<file path="config.mk">
export PLATFORM = sky130hd
export DESIGN_NAME = lsu_mem
export DESIGN_NICKNAME = d
export VERILOG_FILES = /design/src/rtl/lsu_pkg.sv /design/src/rtl/lsu_align.sv /design/src/rtl/lsu_mem.sv
export SDC_FILE = /design/constraint.sdc
export NUM_CORES = 1
export LEC_CHECK = 0
export ABC_CLOCK_PERIOD_IN_PS = 2750
export CAP_MARGIN = 20
export CORE_MARGIN = 2
export CORE_UTILIZATION = 43
export DETAILED_ROUTE_END_ITERATION = 8
export GPL_ROUTABILITY_DRIVEN = 0
export PLACE_DENSITY = 0.82
export REMOVE_ABC_BUFFERS = 1
export SKIP_CTS_REPAIR_TIMING = 1
export SYNTH_ARGS = -nofsm -noshare
export SYNTH_HDL_FRONTEND = slang
export SYNTH_SLANG_ARGS = --single-unit
export TNS_END_PERCENT = 20
</file>
<file path="constraint.sdc">
create_clock -name clk -period 2.75 [get_ports clk]
set_input_delay 0.55 -clock clk [delete_from_list [all_inputs] [get_ports clk]]
set_output_delay 0.55 -clock clk [all_outputs]
set_load 0.03 [all_outputs]
</file>
<file path="src/rtl/lsu_pkg.sv">
// Shared opcodes, access-size codes, FSM state type and the legality/alignment
// check for the MEM-stage load/store unit.
package lsu_pkg;

    localparam logic [6:0] OP_LOAD  = 7'b0000011;
    localparam logic [6:0] OP_STORE = 7'b0100011;

    localparam logic [2:0] F3_B  = 3'b000;
    localparam logic [2:0] F3_H  = 3'b001;
    localparam logic [2:0] F3_W  = 3'b010;
    localparam logic [2:0] F3_BU = 3'b100;
    localparam logic [2:0] F3_HU = 3'b101;

    typedef enum logic [1:0] {
        IDLE   = 2'd0,
        ACCESS = 2'd1,
        DONE   = 2'd2
    } lsu_state_t;

    // Unsigned loads exist only for byte/halfword; stores have no unsigned forms.
    function automatic logic access_ok(input logic       is_load,
                                       input logic [2:0] funct3,
                                       input logic [1:0] addr_lo);
        logic legal;
        logic aligned;
        legal = (funct3 == F3_B) || (funct3 == F3_H) || (funct3 == F3_W) ||
                (is_load && ((funct3 == F3_BU) || (funct3 == F3_HU)));
        case (funct3[1:0])
            2'b01:   aligned = ~addr_lo[0];
            2'b10:   aligned = (addr_lo == 2'b00);
            default: aligned = 1'b1;
        endcase
        return legal & aligned;
    endfunction

endpackage

</file>
<file path="src/rtl/lsu_align.sv">
// Combinational lane logic: store-data replication with byte enables, and
// load lane select with sign/zero extension.
module lsu_align
    import lsu_pkg::*;
(
    input  logic [1:0]  st_addr_lo_i,
    input  logic [2:0]  st_funct3_i,
    input  logic [31:0] st_src_i,
    output logic [31:0] st_wdata_o,
    output logic [3:0]  st_be_o,
    input  logic [1:0]  ld_addr_lo_i,
    input  logic [2:0]  ld_funct3_i,
    input  logic [31:0] ld_rdata_i,
    output logic [31:0] ld_data_o
);

    logic [15:0] lane;

    always_comb begin
        st_wdata_o = st_src_i;
        st_be_o    = 4'b1111;
        case (st_funct3_i)
            F3_B: begin
                st_wdata_o = {4{st_src_i[7:0]}};
                st_be_o    = 4'b0001 << st_addr_lo_i;
            end
            F3_H: begin
                st_wdata_o = {2{st_src_i[15:0]}};
                st_be_o    = 4'b0011 << st_addr_lo_i;
            end
            default: ;
        endcase
    end

    // Low 16 bits starting at the addressed byte; lane 3 only ever feeds byte loads.
    always_comb begin
        case (ld_addr_lo_i)
            2'd0:    lane = ld_rdata_i[15:0];
            2'd1:    lane = ld_rdata_i[23:8];
            2'd2:    lane = ld_rdata_i[31:16];
            default: lane = {8'h00, ld_rdata_i[31:24]};
        endcase
    end

    always_comb begin
        ld_data_o = ld_rdata_i;
        case (ld_funct3_i)
            F3_B:    ld_data_o = {{24{lane[7]}}, lane[7:0]};
            F3_BU:   ld_data_o = {24'h000000, lane[7:0]};
            F3_H:    ld_data_o = {{16{lane[15]}}, lane[15:0]};
            F3_HU:   ld_data_o = {16'h0000, lane[15:0]};
            default: ;
        endcase
    end

endmodule

</file>
<file path="src/rtl/lsu_mem.sv">
// MEM-stage load/store unit: D-cache req/ack handshake, pipeline stall, load result.
// Defining LSU_TIMEOUT_EN adds an ack watchdog of TIMEOUT_CYC ACCESS cycles.
module lsu_mem
    import lsu_pkg::*;
#(
    parameter int ADDR_W      = 32,
    parameter int DATA_W      = 32,
    parameter int TIMEOUT_CYC = 64
) (
    input  logic              clk,
    input  logic              rst,
    input  logic              mem_valid,
    input  logic [6:0]        opcode_MEM,
    input  logic [2:0]        funct3_MEM,
    input  logic [ADDR_W-1:0] alu_out_MEM,
    input  logic [DATA_W-1:0] rs2_data_MEM,
    input  logic [DATA_W-1:0] wb_data_WB,
    input  logic              D_in_sel,
    output logic              dc_req,
    output logic [3:0]        dc_we,
    output logic [ADDR_W-1:0] dc_addr,
    output logic [DATA_W-1:0] dc_wdata,
    input  logic [DATA_W-1:0] dc_rdata,
    input  logic              dc_ack,
    output logic              lsu_stall,
    output logic [DATA_W-1:0] load_data,
    output logic              load_valid,
    output logic              misalign_err
);

    lsu_state_t        state_q, state_d;
    logic [ADDR_W-1:0] addr_q, addr_d;
    logic [3:0]        we_q, we_d;
    logic [DATA_W-1:0] wdata_q, wdata_d;
    logic [DATA_W-1:0] load_data_q, load_data_d;
    logic [2:0]        funct3_q, funct3_d;
    logic              is_load_q, is_load_d;
    logic              timed_out_q, timed_out_d;

    logic              is_load, is_store, req_valid, start, bad_access;
    logic [DATA_W-1:0] st_src, st_wdata, ld_ext;
    logic [3:0]        st_be;
    logic              timeout_hit;

    assign is_load  = (opcode_MEM == OP_LOAD);
    assign is_store = (opcode_MEM == OP_STORE);
    // Gated by rst so the combinational stall/error outputs are quiet while in reset.
    assign req_valid  = rst & mem_valid & (is_load | is_store) & (state_q == IDLE);
    assign start      = req_valid & access_ok(is_load, funct3_MEM, alu_out_MEM[1:0]);
    assign bad_access = req_valid & ~access_ok(is_load, funct3_MEM, alu_out_MEM[1:0]);
    assign st_src     = D_in_sel ? wb_data_WB : rs2_data_MEM;

    lsu_align u_align (
        .st_addr_lo_i (alu_out_MEM[1:0]),
        .st_funct3_i  (funct3_MEM),
        .st_src_i     (st_src),
        .st_wdata_o   (st_wdata),
        .st_be_o      (st_be),
        .ld_addr_lo_i (addr_q[1:0]),
        .ld_funct3_i  (funct3_q),
        .ld_rdata_i   (dc_rdata),
        .ld_data_o    (ld_ext)
    );

`ifdef LSU_TIMEOUT_EN
    localparam int CNT_W = $clog2(TIMEOUT_CYC + 1);
    logic [CNT_W-1:0] cnt_q, cnt_d;

    // Counter is zero outside ACCESS, so it is already clear on entry.
    always_comb begin
        cnt_d = '0;
        if (state_q == ACCESS) begin
            cnt_d = cnt_q + 1'b1;
        end
    end

    assign timeout_hit = (state_q == ACCESS) && !dc_ack && (cnt_d == CNT_W'(TIMEOUT_CYC));

    always_ff @(posedge clk or negedge rst) begin
        if (!rst) begin
            cnt_q <= '0;
        end else begin
            cnt_q <= cnt_d;
        end
    end
`else
    logic [31:0] timeout_unused;
    assign timeout_unused = 32'(TIMEOUT_CYC);
    assign timeout_hit    = 1'b0;
`endif

    always_comb begin
        state_d      = state_q;
        addr_d       = addr_q;
        we_d         = we_q;
        wdata_d      = wdata_q;
        load_data_d  = load_data_q;
        funct3_d     = funct3_q;
        is_load_d    = is_load_q;
        timed_out_d  = timed_out_q;
        dc_req       = 1'b0;
        lsu_stall    = 1'b0;
        load_valid   = 1'b0;
        misalign_err = 1'b0;
        case (state_q)
            IDLE: begin
                misalign_err = bad_access;
                if (start) begin
                    lsu_stall   = 1'b1;
                    addr_d      = alu_out_MEM;
                    we_d        = is_load ? 4'b0000 : st_be;
                    wdata_d     = st_wdata;
                    funct3_d    = funct3_MEM;
                    is_load_d   = is_load;
                    timed_out_d = 1'b0;
                    state_d     = ACCESS;
                end
            end
            ACCESS: begin
                dc_req    = 1'b1;
                lsu_stall = 1'b1;
                if (dc_ack) begin
                    if (is_load_q) begin
                        load_data_d = ld_ext;
                    end
                    state_d = DONE;
                end else if (timeout_hit) begin
                    misalign_err = 1'b1;
                    timed_out_d  = 1'b1;
                    state_d      = DONE;
                end
            end
            DONE: begin
                // One unstalled cycle lets the pipeline move past this instruction.
                load_valid = is_load_q & ~timed_out_q;
                state_d    = IDLE;
            end
            default: state_d = IDLE;
        endcase
    end

    always_ff @(posedge clk or negedge rst) begin
        if (!rst) begin
            state_q     <= IDLE;
            addr_q      <= '0;
            we_q        <= '0;
            wdata_q     <= '0;
            load_data_q <= '0;
            funct3_q    <= '0;
            is_load_q   <= 1'b0;
            timed_out_q <= 1'b0;
        end else begin
            state_q     <= state_d;
            addr_q      <= addr_d;
            we_q        <= we_d;
            wdata_q     <= wdata_d;
            load_data_q <= load_data_d;
            funct3_q    <= funct3_d;
            is_load_q   <= is_load_d;
            timed_out_q <= timed_out_d;
        end
    end

    assign dc_we     = (state_q == ACCESS) ? we_q : 4'b0000;
    assign dc_addr   = {addr_q[ADDR_W-1:2], 2'b00};
    assign dc_wdata  = wdata_q;
    assign load_data = load_data_q;

endmodule
</file>
==> flow_summary.json, run 1 <==
{
  "outcome": "completed",
  "crit_type": "in2out",
  "grt_max_degree": 58,
  "crit_arrival_ns": 2.14,
  "start_util": 0.445,
  "clock_latency_ns": 0.36,
  "fin_total_pwr_mw": 3.50,
  "antenna_left": 0,
  "fmax_mhz": 372,
  "synth.cell_area_sq_um": 5660,
  "synth_edf_count": 0,
  "hpwlAfterDp_mm": 12.6,
  "grt_overflow": 0,
  "io_buffers": 244,
  "reg2reg_from": "state_q[1]$_DFFE_PN0P_",
  "path_clk_slew_ns": 0.07,
  "syn_to_final_growth_pct": 50.7,
  "hold_path.class": "in2async",
  "viasPerCell": 5.33,
  "cap_violations": 0,
  "tightest_slew_ns": 0.948,
  "dp_cells": 907,
  "drtPass1Iterations": 4,
  "dieArea_sq_um": 14100,
  "cts_root_buffer": "clkbuf_16",
  "powerDensity_nw_per_um2": 411,
  "drive_gt1_frac": 0.189,
  "routedWlPerCell_microns": 17.9,
  "yosys_warnings": 0,
  "critPathLaunch": "opcode_MEM[4]",
  "clock_path_buffers": 2,
  "fin_crit_sh": 0.977,
  "fin_cells": 924,
  "final-setup-viol-count": 0,
  "p_leak_nw": 3.78,
  "r2r_slack_ns": 0.62,
  "fp-row-count": 41,
  "ir_drop_v": 0.000370,
  "async_flop_share": 1.00,
  "synth_cell_types": 44,
  "yosys_register_bits": 106,
  "seq_area_sq_um": 2650,
  "die_h_microns": 119,
  "drt_iter0_drc": 303,
  "fin_nets": 893,
  "drc": 0,
  "ys.flop_type": "dfrtp_1",
  "via_count": 4924,
  "start_kind": "input pin",
  "cts_buffers": 9,
  "cp-end-kind": "primary output",
  "worstPathRequired_ns": 2.20,
  "postSynthAreaPerCell_sq_um": 10.8,
  "core_area_sq_um": 12700,
  "grt_use_total": 0.236,
  "hold_ws_ns": 0.334,
  "hold_viol": 0,
  "final.setup.worst_slack_ns": 0.0642,
  "grt_pass1_vias": 5267,
  "antennaDiodeCount": 0,
  "multi_input_area_sq_um": 2600,
  "worstPathMaxFanout": 3,
  "finalWirelength_mm": 16.6,
  "syn_inst": 522,
  "antenna_found_initial": 0,
  "post-place-ws_ns": -0.0447,
  "slew_viol_final": 0,
  "tns_ns": 0,
  "slew-limit-headroom": 0.366,
  "reg2regPathDepth": 6,
  "synth_seq_area_share": 0.469,
  "fillers": 1003,
  "dieWidth_microns": 119,
  "finClkSkew_ns": 0.00905,
  "htreeDepth": 3,
  "grt_pass1_wl_mm": 26.6,
  "cts_sinks": 106,
  "io_pins": 247,
  "finalCriticalPeriod_ns": 2.69,
  "cts_tree": "done"
}
-- kinds of logic (layout without fill, tap and decap cells) --
family / after synthesis / after routing / synth area share
AO/OA/AOI/OAI: 113 / 113 / 0.128
multiplexers: 114 / 114 / 0.221
AND/OR/NAND/NOR: 112 / 112 / 0.0940
other: 1 / 2 / 0.000663
buffers and inverters: 72 / 301 / 0.0794
flip-flops: 106 / 106 / 0.469
adder cells (fa/ha/maj): 3 / 3 / 0.00663
XOR/XNOR: 1 / 1 / 0.00155
-- final timing paths --
kind                                             to
setup / recovery                          lsu_stall
hold reg to reg            dc_wdata[21]$_DFFE_PN0P_
min in group clk           dc_wdata[21]$_DFFE_PN0P_
hold / removal                  we_q[1]$_DFFE_PN0P_
max in group asynchronous  dc_wdata[10]$_DFFE_PN0P_
setup reg to reg            dc_wdata[9]$_DFFE_PN0P_
-- cells in the mapped netlist, types with 7 or more instances --
| cell | count | area, sq um |
|---|---|---|
| nor2_1 | 35 | 131 |
| dfrtp_1 | 106 | 2650 |
| mux2_2 | 79 | 890 |
| and2_1 | 10 | 62.6 |
| a22oi_1 | 9 | 67.6 |
| a22o_1 | 8 | 70.1 |
| o21ai_0 | 12 | 60.1 |
| buf_6 | 7 | 78.8 |
| clkbuf_1 | 20 | 75.1 |
| mux2i_1 | 28 | 280 |
| a21oi_1 | 38 | 190 |
| mux2_1 | 7 | 78.8 |
| o22ai_1 | 17 | 106 |
| nand2_1 | 38 | 143 |
| inv_1 | 8 | 30.0 |
| buf_4 | 32 | 240 |
-- area by class of cell --
class | instances | share of cell area
Sequential cell | 106 | 0.311
Tap cell | 172 | 0.0252
Inverter | 8 | 0.00352
Multi-Input combinational cell | 345 | 0.305
Timing Repair Buffer | 277 | 0.321
Clock inverter | 6 | 0.00558
Clock buffer | 10 | 0.0280
-- stage by stage --
stage          instance area, sq um   util
2_1_floorplan                  5240      -
3_3_place_gp                   8180  0.643
3_5_place_dp                   8180  0.643
4_1_cts                        8470  0.666
5_1_grt                        8530  0.670
6_report                       8530  0.670
-- state kept, by name, indices dropped and copies added (netlist names) --
signal	cells
load_data	32
we_q	4
is_load_q	1
addr_q	32
state_q	2
dc_wdata	32
funct3_q	3
-- layer usage --
metal | GRT usage | part of all wire
met2 | 0.413 | 0.52
met1 | 0.265 | 0.37
met4 | 0.110 | 0.035
met5 | 0 | 0
met3 | 0.0647 | 0.070
-- critical path, cell delays in order --
cell             delay (ns)
clkdlybuf4s50_1        0.44
nor4_4                 0.26
nand4_1                0.24
a211o_1                0.36
a21oi_2                0.14
buf_6                  0.15
-- placed cells by master (no fill, tap or decap), drive strengths merged, types with 2 or more instances in the layout --
master / n
a21boi: 2
a21oi: 38
a22o: 8
a22oi: 9
a2bb2oi: 4
a31oi: 6
and2: 10
and4b: 2
buf: 37
clkbuf: 10
clkdlybuf4s50: 237
clkinv: 3
conb: 2
dfrtp: 106
dlymetal6s2s: 3
ha: 3
inv: 11
mux2: 86
mux2i: 28
nand2: 38
nand2b: 6
nand3: 4
nand3b: 3
nor2: 35
nor2b: 5
nor3: 2
nor3b: 2
nor4bb: 2
o211ai: 6
o21a: 3
o21ai: 13
o21bai: 2
o22ai: 17
-- power breakdown --
part | switching (mW) | leakage [nW] | internal (mW)
clock | 0.610 | 0.145 | 0.651
sequential | 0.0262 | 1.47 | 1.59
combinational | 0.274 | 2.16 | 0.350
total | 0.910 | 3.78 | 2.59
Power figures use the tool's default switching activity.
==> run 2, diff against run 1 <==
REMOVE_ABC_BUFFERS = unset   (was 1)
==> flow_summary.json, run 2 (synthesized netlist as in run 1, its figures left out) <==
{
  "outcome": "completed",
  "start_kind": "input pin",
  "finalCriticalPeriod_ns": 2.62,
  "hpwlAfterDp_mm": 13.0,
  "cts_tree": "done",
  "cts_sinks": 106,
  "fin_crit_sh": 0.952,
  "p_leak_nw": 3.76,
  "drtPass1Iterations": 6,
  "grt_overflow": 0,
  "cap_violations": 0,
  "multi_input_area_sq_um": 2590,
  "layout_common_cells": "clkdlybuf4s50_1, dfrtp_1, mux2_2",
  "hold_path.class": "in2async",
  "layout_commonest_cell": "clkdlybuf4s50_1",
  "critPathLaunch": "opcode_MEM[3]",
  "dieArea_sq_um": 14100,
  "fillers": 995,
  "fmax_mhz": 382,
  "via_count": 4931,
  "powerDensity_nw_per_um2": 436,
  "cts_root_buffer": "clkbuf_16",
  "drt_iter0_drc": 366,
  "fin_nets": 889,
  "slew_viol_final": 0,
  "grt_pass1_wl_mm": 27.2,
  "syn_to_final_growth_pct": 50.0,
  "hold_ws_ns": 0.436,
  "antenna_found_initial": 0,
  "core_area_sq_um": 12700,
  "reg2regPathDepth": 5,
  "antennaDiodeCount": 0,
  "rsz0062_at_grt": "no",
  "clock_path_buffers": 2,
  "grt_pass1_vias": 5337,
  "reg2reg_from": "addr_q[0]$_DFFE_PN0P_",
  "finalWirelength_mm": 16.9,
  "viasPerCell": 5.36,
  "tns_ns": 0,
  "die_h_microns": 119,
  "path_clk_slew_ns": 0.07,
  "final-setup-viol-count": 0,
  "dieWidth_microns": 119,
  "clock_latency_ns": 0.34,
  "crit_arrival_ns": 2.07,
  "slew-limit-headroom": 0.316,
  "finClkSkew_ns": 0.00632,
  "hold_viol": 0,
  "antenna_left": 0,
  "fp-row-count": 41,
  "cts_buffers": 9,
  "worstPathRequired_ns": 2.20,
  "seq_area_sq_um": 2650,
  "io_buffers": 244,
  "routedWlPerCell_microns": 18.3,
  "io_pins": 247,
  "grt_use_total": 0.241,
  "drc": 0,
  "grt_max_degree": 65,
  "drive_gt1_frac": 0.178,
  "ir_drop_v": 0.000297,
  "start_util": 0.445,
  "htreeDepth": 3,
  "cp-end-kind": "primary output",
  "tightest_slew_ns": 1.02,
  "worstPathMaxFanout": 2,
  "crit_type": "in2out"
}
run 2: changes by cell type in the layout (fill, tap and decap cells not counted), sizes merged:
cell / before / now
bufinv: 0 / 3
inv: 11 / 8
clkinv: 3 / 1
clkbuf: 10 / 11
clkinvlp: 0 / 1
buf: 37 / 33
dlymetal6s2s: 3 / 2
clkdlybuf4s50: 237 / 238
run 2: final timing paths:
path | end | slack [ns]
max | lsu_stall | 0.13
min | funct3_q[2]$_DFFE_PN0P_ | 0.44
min in group clk | dc_wdata[22]$_DFFE_PN0P_ | 0.50
min reg2reg | dc_wdata[22]$_DFFE_PN0P_ | 0.50
max reg2reg | load_data[18]$_DFFE_PN0P_ | 0.55
max in group asynchronous | addr_q[19]$_DFFE_PN0P_ | 1.26
run 2: worst max-delay path, stage by stage:
cell and delay (ns):
clkdlybuf4s50_1 0.45, nor4_4 0.31, nand4_1 0.16, a211o_1 0.28
a21oi_2 0.17, buf_6 0.15
run 2: metrics by stage:
step / std cells / cell area, sq um / worst slack [ns] / utilization / power [mW]
finish: 920 / 8490 / 0.131 / 0.667 / 3.70
global route: 920 / 8490 / 0.0143 / 0.667 / 3.83
CTS: 919 / 8450 / -0.131 / 0.664 / 3.73
detailed placement: 903 / 8110 / -0.117 / 0.638 / 2.27
global placement: 903 / 8110 / -0.0427 / 0.638 / 2.25
floorplan: 523 / 5660 / 0.168 / - / 1.91
run 2: power breakdown:
group	switching (mW)	internal [mW]
Combinational	0.283	0.348
Clock	0.568	0.890
Sequential	0.0234	1.59
Total	0.874	2.83
run 2: per-layer routing:
layer	wire, microns	part of all wire	GRT usage	up-vias
met1	6650	0.39	0.285	2392
met3	1230	0.073	0.0569	40
li1	-	-	-	2266
met5	0	0	0	-
met4	447	0.026	0.0945	0
met2	8540	0.51	0.421	233
run 2: cell type report:
cell class	instances	area share
Multi-Input combinational cell	345	0.305
Clock buffer	11	0.0274
Sequential cell	106	0.312
Tap cell	172	0.0254
Timing Repair Buffer	273	0.314
Clock inverter	5	0.0121
Inverter	8	0.00354
==> run 3, diff against run 2 <==
ABC_CLOCK_PERIOD_IN_PS = 2930   (was 2750)
clock period = 2.93 ns   (was 2.75 ns; I/O delays follow)
==> flow_summary.json, run 3 (synthesized netlist as in run 1, its figures left out) <==
{
  "antenna_left": 0,
  "cts_sinks": 106,
  "p_clk_frac": 0.350,
  "power_frac_seq": 0.470,
  "fmax_mhz": 357,
  "crit_chain": "clkdlybuf4s50_1, nor4_2, nand4_1, a211o_1, a21oi_1, buf_4",
  "drt_iter0_drc": 355,
  "viasPerCell": 5.34,
  "crit_arrival_ns": 2.21,
  "ir_drop_v": 0.000250,
  "cts_root_buffer": "clkbuf_16",
  "layout_commonest_cell": "clkdlybuf4s50_1",
  "tightest_slew_ns": 1.02,
  "htreeDepth": 3,
  "post-place-ws_ns": 0.00498,
  "start_util": 0.445,
  "powerDensity_nw_per_um2": 386,
  "grtUsageMet1": 0.294,
  "clock_path_buffers": 2,
  "path_clk_slew_ns": 0.08,
  "worst_path_max_delay_cell": "clkdlybuf4s50_1",
  "routedWlPerCell_microns": 18.1,
  "dieWidth_microns": 119,
  "drive_gt1_frac": 0.170,
  "core_area_sq_um": 12700,
  "cts_tree": "done",
  "outcome": "completed",
  "via_count": 4890,
  "worstPathRequired_ns": 2.34,
  "drtPass1Iterations": 5,
  "grt_pass1_wl_mm": 26.8,
  "hpwlAfterDp_mm": 12.9,
  "fin_crit_sh": 0.955,
  "io_buffers": 244,
  "crit_type": "in2out",
  "cp_slowest_stage_delay_ns": 0.42,
  "start_kind": "input pin",
  "hold_viol": 0,
  "hold_path.class": "in2async",
  "place_area_sq_um": 8060,
  "switchingPower_mw": 0.815,
  "p_comb_frac": 0.180,
  "p_leak_nw": 3.69,
  "use_met2": 0.396,
  "antenna_found_initial": 2,
  "grt_max_degree": 70,
  "final.setup.worst_slack_ns": 0.132,
  "cap_violations": 0,
  "drc": 0,
  "dieArea_sq_um": 14100,
  "syn_to_final_growth_pct": 47.8,
  "cts_buffers": 9,
  "fp-row-count": 41,
  "grt-busiest-layer": "met2",
  "finClkSkew_ns": 0.0116,
  "finalWirelength_mm": 16.5,
  "cp-end-kind": "primary output",
  "finalCriticalPeriod_ns": 2.80,
  "grt_overflow": 0,
  "layout_common_cells": "clkdlybuf4s50_1, dfrtp_1, mux2_2",
  "grt_pass1_vias": 5143,
  "fin_nets": 882,
  "io_pins": 247,
  "tns_ns": 0,
  "p_sw_frac": 0.253,
  "fin_area_sq_um": 8360,
  "hold_ws_ns": 0.333,
  "slew_viol_final": 0,
  "internal_power_mw": 2.41,
  "fin_total_pwr_mw": 3.23,
  "worstPathMaxFanout": 2,
  "die_h_microns": 119,
  "clock_latency_ns": 0.35,
  "grt_use_total": 0.239,
  "met3_usage": 0.0579,
  "slew-limit-headroom": 0.317,
  "final-setup-viol-count": 0,
  "rsz0062_at_grt": "no"
}
-- run 3: changes by cell type in the layout (fill, tap and decap cells not counted), moves of 2 or more --
cell,delta
buf_4,-6
bufinv_16,-3
clkinv_2,+2
diode_2,+2
-- run 3: routing by layer --
| metal | vias up | wire [microns] |
|---|---|---|
| met2 | 205 | 8230 |
| met5 | - | 0 |
| met4 | 0 | 478 |
| met1 | 2388 | 6730 |
| li1 | 2264 | - |
| met3 | 33 | 1090 |
-- run 3: power groups by stage --
stage	Sequential [mW]	Combinational, mW	Clock, mW
finish	1.52	0.581	1.13
global route	1.52	0.619	1.22
CTS	1.52	0.580	1.16
detailed placement	1.54	0.577	0
global placement	1.54	0.565	0
floorplan	1.56	0.226	0
-- run 3: metrics by stage --
| stage | util | instances |
|---|---|---|
| floorplan | - | 523 |
| global placement | 0.633 | 896 |
| detailed placement | 0.633 | 896 |
| CTS | 0.655 | 912 |
| global route | 0.657 | 915 |
| finish | 0.657 | 915 |
-- run 3: final cells by class --
cell class              count  area, sq um
well taps                 172          215
repair buffers            266         2610
flip-flops and latches    106         2650
clock buffers              11          243
multi-input cells         345         2580
inverters                   8         30.0
fillers                  1041         4360
diodes                      2         5.00
clock inverters             5         30.0
-- run 3: final timing paths --
| check | cells after the start | startpoint | endpoint | slack [ns] |
|---|---|---|---|---|
| max | 6 | opcode_MEM[3] | lsu_stall | 0.13 |
| min reg2reg | 1 | dc_wdata[22]$_DFFE_PN0P_ | dc_wdata[22]$_DFFE_PN0P_ | 0.49 |
| max reg2reg | 6 | state_q[1]$_DFFE_PN0P_ | addr_q[26]$_DFFE_PN0P_ | 0.82 |
| max in group asynchronous | 3 | rst | addr_q[16]$_DFFE_PN0P_ | 1.29 |
| min in group clk | 1 | dc_wdata[22]$_DFFE_PN0P_ | dc_wdata[22]$_DFFE_PN0P_ | 0.49 |
| min | 2 | rst | dc_wdata[12]$_DFFE_PN0P_ | 0.33 |
-- run 3: critical path: cells and delay by family --
kind / cells / cell delay [ns]
compound gates: 2 / 0.46
simple gates: 2 / 0.55
buf+inv: 2 / 0.60
